File: src/rtl/cpu_ctrl_pkg.sv
// Shared types and select codes for the
// ProjectB multi-cycle control unit.
package cpu_ctrl_pkg;

  typedef enum logic [3:0] {
    S_INIT   = 4'd0,
    S_FETCH  = 4'd1,
    S_DECODE = 4'd2,
    S_NOOP   = 4'd3,
    S_LOAD_A = 4'd4,
    S_LOAD_B = 4'd5,
    S_STORE  = 4'd6,
    S_ALU    = 4'd7,
    S_HALT   = 4'd8
  } state_t;

  typedef enum logic [3:0] {
    OP_NOOP  = 4'h0,
    OP_STORE = 4'h1,
    OP_LOAD  = 4'h2,
    OP_ADD   = 4'h3,
    OP_SUB   = 4'h4,
    OP_HALT  = 4'h5,
    OP_XOR   = 4'h6,
    OP_OR    = 4'h7,
    OP_AND   = 4'h8,
    OP_INC   = 4'h9,
    OP_MOV   = 4'hA
  } opcode_t;

  localparam logic [2:0] ALU_ZERO = 3'd0;
  localparam logic [2:0] ALU_ADD  = 3'd1;
  localparam logic [2:0] ALU_SUB  = 3'd2;
  localparam logic [2:0] ALU_PASS = 3'd3;
  localparam logic [2:0] ALU_XOR  = 3'd4;
  localparam logic [2:0] ALU_OR   = 3'd5;
  localparam logic [2:0] ALU_AND  = 3'd6;
  localparam logic [2:0] ALU_INC  = 3'd7;

endpackage

File: src/rtl/alu_sel_decode.sv
// Opcode to ALU function select map,
// plus a flag marking ALU-class opcodes.
module alu_sel_decode
  import cpu_ctrl_pkg::*;
(
  input  logic [3:0] op,
  output logic [2:0] alu_s,
  output logic       is_alu
);

  always_comb begin
    alu_s  = ALU_ZERO;
    is_alu = 1'b1;
    case (op)
      OP_ADD: alu_s = ALU_ADD;
      OP_SUB: alu_s = ALU_SUB;
      OP_XOR: alu_s = ALU_XOR;
      OP_OR:  alu_s = ALU_OR;
      OP_AND: alu_s = ALU_AND;
      OP_INC: alu_s = ALU_INC;
      OP_MOV: alu_s = ALU_PASS;
      default: is_alu = 1'b0;
    endcase
  end

endmodule

File: src/rtl/cpu_control_unit.sv
// Multi-cycle Moore control FSM: fetch,
// decode, and execute for ProjectB.
module cpu_control_unit
  import cpu_ctrl_pkg::*;
#(
  parameter int DW = 16,
  parameter int AW = 8,
  parameter int RW = 4
) (
  input  logic          Clk,
  input  logic          ResetN,
  input  logic [DW-1:0] Instr,
  output logic          PC_clr,
  output logic          PC_up,
  output logic          IR_ld,
  output logic [AW-1:0] D_addr,
  output logic          D_wr,
  output logic          RF_s,
  output logic [RW-1:0] RF_W_addr,
  output logic          RF_W_en,
  output logic [RW-1:0] RF_Ra_addr,
  output logic [RW-1:0] RF_Rb_addr,
  output logic [2:0]    ALU_s,
  output logic          Illegal,
  output logic [3:0]    StateOut
);

  state_t        state;
  state_t        next;
  logic [DW-1:0] ir;
  logic [3:0]    op;
  logic [2:0]    dec_s;
  logic          dec_alu;

  assign op = ir[15:12];

  alu_sel_decode u_dec (
    .op     (op),
    .alu_s  (dec_s),
    .is_alu (dec_alu)
  );

  always_ff @(posedge Clk or negedge ResetN) begin
    if (!ResetN) begin
      state <= S_INIT;
      ir    <= '0;
    end else begin
      state <= next;
      if (state == S_FETCH) ir <= Instr;
    end
  end

  always_comb begin
    next       = state;
    PC_clr     = 1'b0;
    PC_up      = 1'b0;
    IR_ld      = 1'b0;
    D_addr     = '0;
    D_wr       = 1'b0;
    RF_s       = 1'b0;
    RF_W_addr  = '0;
    RF_W_en    = 1'b0;
    RF_Ra_addr = '0;
    RF_Rb_addr = '0;
    ALU_s      = ALU_ZERO;
    Illegal    = 1'b0;
    StateOut   = state;
    unique case (state)
      S_INIT: begin
        PC_clr = 1'b1;
        next   = S_FETCH;
      end
      S_FETCH: begin
        IR_ld = 1'b1;
        PC_up = 1'b1;
        next  = S_DECODE;
      end
      S_DECODE: begin
        unique case (1'b1)
          op == OP_NOOP:  next = S_NOOP;
          op == OP_STORE: next = S_STORE;
          op == OP_LOAD:  next = S_LOAD_A;
          op == OP_HALT:  next = S_HALT;
          dec_alu:        next = S_ALU;
          default: begin
            next    = S_NOOP;
            Illegal = 1'b1;
          end
        endcase
      end
      S_NOOP: next = S_FETCH;
      S_LOAD_A: begin
        D_addr    = AW'(ir[11:4]);
        RF_s      = 1'b1;
        RF_W_addr = RW'(ir[3:0]);
        next      = S_LOAD_B;
      end
      S_LOAD_B: begin
        D_addr    = AW'(ir[11:4]);
        RF_s      = 1'b1;
        RF_W_addr = RW'(ir[3:0]);
        RF_W_en   = 1'b1;
        next      = S_FETCH;
      end
      S_STORE: begin
        D_addr     = AW'(ir[7:0]);
        RF_Ra_addr = RW'(ir[11:8]);
        D_wr       = 1'b1;
        next       = S_FETCH;
      end
      S_ALU: begin
        RF_Ra_addr = RW'(ir[11:8]);
        RF_Rb_addr = RW'(ir[7:4]);
        RF_W_addr  = RW'(ir[3:0]);
        RF_W_en    = 1'b1;
        ALU_s      = dec_s;
        next       = S_FETCH;
      end
      S_HALT: next = S_HALT;
      default: next = S_INIT;
    endcase
  end

endmodule

File: config.mk
export PLATFORM = sky130hd
export DESIGN_NAME = cpu_control_unit
export DESIGN_NICKNAME = d
export VERILOG_FILES = /design/src/rtl/cpu_ctrl_pkg.sv /design/src/rtl/alu_sel_decode.sv /design/src/rtl/cpu_control_unit.sv
export SDC_FILE = /design/constraint.sdc
export NUM_CORES = 1
export LEC_CHECK = 0
export ABC_CLOCK_PERIOD_IN_PS = 2700
export CAP_MARGIN = 5
export CORE_MARGIN = 2
export CORE_UTILIZATION = 46
export DETAILED_ROUTE_END_ITERATION = 8
export GPL_ROUTABILITY_DRIVEN = 0
export PLACE_DENSITY = 0.85
export SLEW_MARGIN = 10
export SYNTH_ARGS = -nofsm -noshare
export SYNTH_HDL_FRONTEND = slang
export SYNTH_HIERARCHICAL = 1
export SYNTH_SLANG_ARGS = --single-unit
File: constraint.sdc
create_clock -name Clk -period 2.7 [get_ports Clk]
set_input_delay 0.27 -clock Clk [delete_from_list [all_inputs] [get_ports Clk]]
set_output_delay 0.27 -clock Clk [all_outputs]
set_load 0.005 [all_outputs]
== Word level (Yosys, flattened, before mapping) ==
Index checks and enable logic that the tools add are counted.

* Bits of input ports: 18
* Flip-flop bits (word level): 20

* Reductions and logical operators: 9
* Multiplexer cells: 16
* Equality and inequality tests: 18

{| class="wikitable"
|+ Operator list
! cell !! count
|-
| equality test 4 x 3 -> 1 bit, second input constant || 8
|-
| case mux 3 bit (7 select lines) || 1
|-
| case mux 4 bit (5 select lines) || 1
|-
| equality test 4 x 2 -> 1 bit, second input constant || 4
|-
| equality test 4 bit, second input constant || 4
|-
| case mux 4 bit (4 select lines) || 1
|-
| case mux 8 bit (2 select lines) || 1
|-
| 2-to-1 mux 4 bit || 3
|-
| OR reduction 5 bit || 2
|-
| equality test 4 x 1 -> 1 bit, second input constant || 2
|-
| zero test 4 bit || 2
|-
| 2-to-1 mux 1 bit || 8
|-
| OR reduction 7 bit || 1
|-
| OR reduction 2 bit || 3
|-
| 2-to-1 mux 3 bit || 1
|-
| OR reduction 3 bit || 1
|}

== Longest topological paths before layout ==
Gate-level depths: netlist of the first run.

* Depth in word-level cells: 6
* Depth in mapped cells: 6

== By module ==
Netlist of the first run, hierarchy kept.

{| class="wikitable"
|+ Modules (own cells, without submodules)
! module !! cells an instance !! seq. area each (sq um) !! times used !! area an instance (sq um)
|-
| cpu_control_unit || 98 || 500.5 || 1 || 1,151.1
|-
| alu_sel_decode || 14 || 0.0 || 1 || 111.4
|}

== Worst setup path after synthesis of the first run ==
Ideal clock, no wire load.

* Path type: register to register
* Start: register ir[15]
* End: register state[0] (netlist: StateOut[0])
* Data arrival time: 1.514 ns
* Slack: 1.051 ns
* Setup time: 0.136 ns
* Required time: 2.564 ns
* Period minus slack after synthesis: 1.649 ns
* Cell stages (with the launch flop): 7
* Path through: dfrtp_1 -> buf_6 -> nor3_1 -> a211oi_1 -> or2_2 -> a2111oi_0 -> nor3_1

* Word-level cells in the longest chain between the ends: 5
* Elaborated cells on any way between the ends: 14
* Those cells by class: eq/ne (10); mux (3); reduce/logical (1)

{| class="wikitable"
|+ Ends and longest elaborated chain
! what !! RTL line !! text
|-
| from (decl) || cpu_control_unit.sv:30 || <nowiki>logic [DW-1:0] ir;</nowiki>
|-
| from (signal assigned) || cpu_control_unit.sv:49 || <nowiki>if (state == S_FETCH) ir <= Instr;</nowiki>
|-
| equality test 4 x 2 -> 1 bit, or another cell as far along || alu_sel_decode.sv:14 || <nowiki>case (op)</nowiki>
|-
| OR reduction 7 bit (no line) * || -- ||
|-
| 2-to-1 mux 1 bit * || alu_sel_decode.sv:14 ||
|-
| via dec_alu || cpu_control_unit.sv:33 || <nowiki>logic dec_alu;</nowiki>
|-
| case mux 4 bit (4 select lines) * || cpu_control_unit.sv:79 || <nowiki>unique case (1'b1)</nowiki>
|-
| case mux 4 bit (5 select lines) * || cpu_control_unit.sv:68 || <nowiki>unique case (state)</nowiki>
|-
| via next[0] || cpu_control_unit.sv:29 || <nowiki>state_t next;</nowiki>
|-
| to (signal assigned) || cpu_control_unit.sv:48 || <nowiki>state <= next;</nowiki>
|-
| to (decl) || cpu_control_unit.sv:28 || <nowiki>state_t state;</nowiki>
|}

Mark *: on every way through the listed nets, which the timed path passes. The rest lies on a longest branch.
A chain may end at the register's enable or synchronous reset.

== Worst setup path in the final report of the first run ==
* Start: register state[1] (netlist: StateOut[1])
* End: output D_addr[5]

* Word-level cells in the longest chain between the ends: 3
* Elaborated cells on any way between the ends: 5
* Those cells by class: eq/ne (3); mux (1); reduce/logical (1)

{| class="wikitable"
|+ Ends and longest elaborated chain
! what !! RTL line !! text
|-
| equality test 4 x 3 -> 1 bit || cpu_control_unit.sv:68 ||
|-
| OR reduction 2 bit (no line) || -- ||
|-
| case mux 8 bit (2 select lines) * || cpu_control_unit.sv:68 ||
|-
| to (decl) || cpu_control_unit.sv:16 || <nowiki>output logic [AW-1:0] D_addr,</nowiki>
|}

Mark *: on every way between the ends. The rest lies on a longest branch, timed or not.

==> results of run 1 <==
where the power goes:
part	total (mW)	switching, mW	leakage, nW	internal [mW]
clock network	0.134	0.0824	0.0138	0.0519
logic	1.08	0.388	0.501	0.687
registers	0.701	0.251	0.237	0.450
total	1.91	0.722	0.752	1.19
layer usage:
| metal | vias up | wire length [um] |
|---|---|---|
| met1 | 520 | 1300 |
| met3 | 2 | 110 |
| met4 | 0 | 19 |
| met2 | 23 | 1627 |
| met5 | - | 0 |
| li1 | 518 | - |
worst paths after layout:
path                                       startpoint                     to  slack, ps  cells past startpoint
worst max-delay path            StateOut[1]$_DFF_PN0_              D_addr[5]        170                      4
worst min-delay path                           ResetN      ir[8]$_DFFE_PN0P_        460                      1
worst max register to register     ir[15]$_DFFE_PN0P_  StateOut[0]$_DFF_PN0_        820                      5
worst min register to register     ir[10]$_DFFE_PN0P_     ir[10]$_DFFE_PN0P_        550                      1
max in group asynchronous                      ResetN     ir[10]$_DFFE_PN0P_       1720                      1
min in group Clk                   ir[10]$_DFFE_PN0P_     ir[10]$_DFFE_PN0P_        550                      1
state kept, by name (all words and copies together), names as in the netlist:
signal    flops
StateOut      4
ir           16
cells in the final DEF (no fill, tap or decap), drive strengths merged, types with 2 or more instances in the layout:
cell	count
and3	9
nand2b	4
or4	2
nor3b	2
a211oi	3
and2	9
nor2	5
a21oi	2
nor3	3
or2	2
clkbuf	3
a22o	8
a2111oi	2
nor2b	3
dfrtp	20
clkdlybuf4s50	51
mux2	16
synth_stat cells (all sizes together):
| master | count |
|---|---|
| or3b | 1 |
| nor4 | 1 |
| a21oi | 2 |
| nand2 | 1 |
| xor2 | 1 |
| or4 | 2 |
| inv | 1 |
| dfrtp | 20 |
| a21o | 1 |
| a211o | 1 |
| and2b | 1 |
| mux2 | 16 |
| nor4b | 1 |
| a211oi | 3 |
| buf | 5 |
| and2 | 9 |
| a221oi | 1 |
| and3 | 9 |
| nand2b | 4 |
| nor2b | 3 |
| and3b | 1 |
| nor2 | 5 |
| or2 | 2 |
| xnor2 | 1 |
| a2111oi | 2 |
| a22o | 8 |
| nand3 | 1 |
| or3 | 1 |
| nor3 | 3 |
| nand3b | 1 |
| nor3b | 2 |
| nor4bb | 1 |
| clkbuf | 1 |
worst register-to-register path: cells and delay by family, from the launching register on:
family,cells,cell delay [ps]
AND/OR/NAND/NOR,3,660
AO/OA/AOI/OAI,2,540
flip-flops,1,560
layout make-up:
type | instances | area, sq um
Inverter | 1 | 3.754
Multi-Input combinational cell | 85 | 704.4
Tap cell | 30 | 37.54
Clock buffer | 3 | 22.52
Sequential cell | 20 | 500.5
Timing Repair Buffer | 52 | 518.0
Fill cell | 205 | 758.2
through the flow:
stage / hold WS, ps / instance area, sq um
2_1_floorplan: -25.59 / 1262
4_1_cts: 501.9 / 1787
3_3_place_gp: 522.5 / 1764
5_1_grt: 530.6 / 1787
6_report: 459.0 / 1787
3_5_place_dp: 532.7 / 1764
logic make-up after synthesis:
kind of cell / Yosys count / share of synthesized area [%]
buf+inv: 7 / 4.559
mux: 16 / 16.95
xor+xnor: 2 / 1.388
simple gates: 49 / 25.97
flops: 20 / 39.64
compound gates: 18 / 11.50
==> summary.md, run 1 <==
| Metric | Value |
|---|---|
| Mapped Cells | `112` |
| Bufs and invs on worst path | `1` |
| Vias in the first global route | `1,007` |
| Slew @ Worst Pin | `861.1 ps` |
| Fin. Hold Viols | `0` |
| Post-CTS Resized | `0` |
| Nets | `181` |
| Placed cells | `188` |
| Antenna violations before repair | `0` |
| Fmax achieved | `395.9 MHz` |
| Worst-Skew Late Latency | `290 ps` |
| Diodes inserted | `0` |
| Worst vdd ir | `0.7121 mV` |
| Die width | `56.39 um` |
| Min-Delay Path Class | `input pin to async pin` |
| Router iterations before antenna repair | `4` |
| CP max stage cell | `dfrtp_1` |
| Max Cap Viol | `0` |
| Total grt overflow | `0` |
| CTS clk-pin slew, worst paths | `100 ps` |
| RSZ-0062 raised after global routing | `false` |
| CP Launch Type | `flip-flop` |
| Top-area cell type share of the netlist area | `39.64%` |
| GRT Max-Usage Layer | `met2` |
| GRT Overall Usage | `20.24%` |
| Max_slew headroom | `42.42%` |
| First-iteration detailed-routing DRC count | `26` |
| Status | `finished, final reports clean` |
| Post-Route WL | `3.057 mm` |
| # rows | `18` |
| Max-slew violations | `0` |
| Setup TNS | `0 ps` |
| Non-Filler Instances | `191` |
| Finished Core Util | `70.21%` |
| Total CTS buffers | `3` |
| CTS sink cnt | `20` |
| Setup CP Type | `flip-flop to output port` |
| Yosys warns | `6` |
| Sequential-to-total area share from yosys stat | `39.64%` |
| PnR worst setup slack | `174.1 ps` |
| Routed len/inst | `16.01 um` |
| Total Power | `1.910 mW` |
| Syn avg cell area | `11.27 sq um` |
| DRC | `0` |
| Share of cells above drive strength 1 | `18.01%` |
| Core ar. | `2545 sq um` |
| DR vias | `1,063` |
| CP arrival | `2260 ps` |
| Clk_skew | `1.326 ps` |
| CP delay by family, top | `simple AND/OR/NAND/NOR gates` |
| Tmin final | `2526 ps` |
| Critical-path cell list | `nand2b_1 -> nor2_2 -> a22o_1 -> clkdlybuf4s50_1` |
| Dpl hpwl | `2.375 mm` |
| CP max stage delay | `590 ps` |
| Mapped Area | `1262 sq um` |
| Port bufs | `51` |
| ANT nets after route | `0` |
| Tcrit/Tclk final | `93.55%` |
| Syn Nets | `130` |
| Met2 Use GR | `35.97%` |
| Vias per cell | `5.565` |
| Die footprint | `3179 sq um` |
| Final setup violation count | `0` |
| Grt met3 use | `4.839%` |
| Post-CTS Hold Fix Bufs | `0` |
| Synth area leaders | `dfrtp_1 40%, mux2_4 11%, mux2_2 6.2%` |
| P_leak | `0.7517 nW` |
| Crit. End Element | `output port` |
| Met1 GRT Util | `24.93%` |
| Worst path required time | `2430 ps` |
| Cell Pwr Density | `1069 nW/um^2` |
| Yosys reg bits | `20` |
| Worst-path fanout max | `13` |
| Post-CTS Setup Bufs | `0` |
| Max Root-Sink Buffers | `2` |
| Clock tree from TritonCTS | `yes` |
| H-Tree Depth | `1` |
| Largest net degree at the start of global routing | `21` |
| Setup WS pre-CTS | `530.5 ps` |
| # IOs | `52` |
| Clock root cell | `clkbuf_4` |
| Cell taking the most area after synthesis | `dfrtp_1` |
| Syn-to-layout area delta | `41.53%` |
| Die H | `56.39 um` |
| Initial Util | `49.61%` |
| Global-route wire length before repair | `5.002 mm` |
| Yosys cell types | `42` |
(Power assumes the default switching activity.)
==> run 2: changes to the inputs <==
- TNS_END_PERCENT: not set -> 5
==> results of run 2 <==
The final DEF is identical to that of run 1; final timing and power are the same.
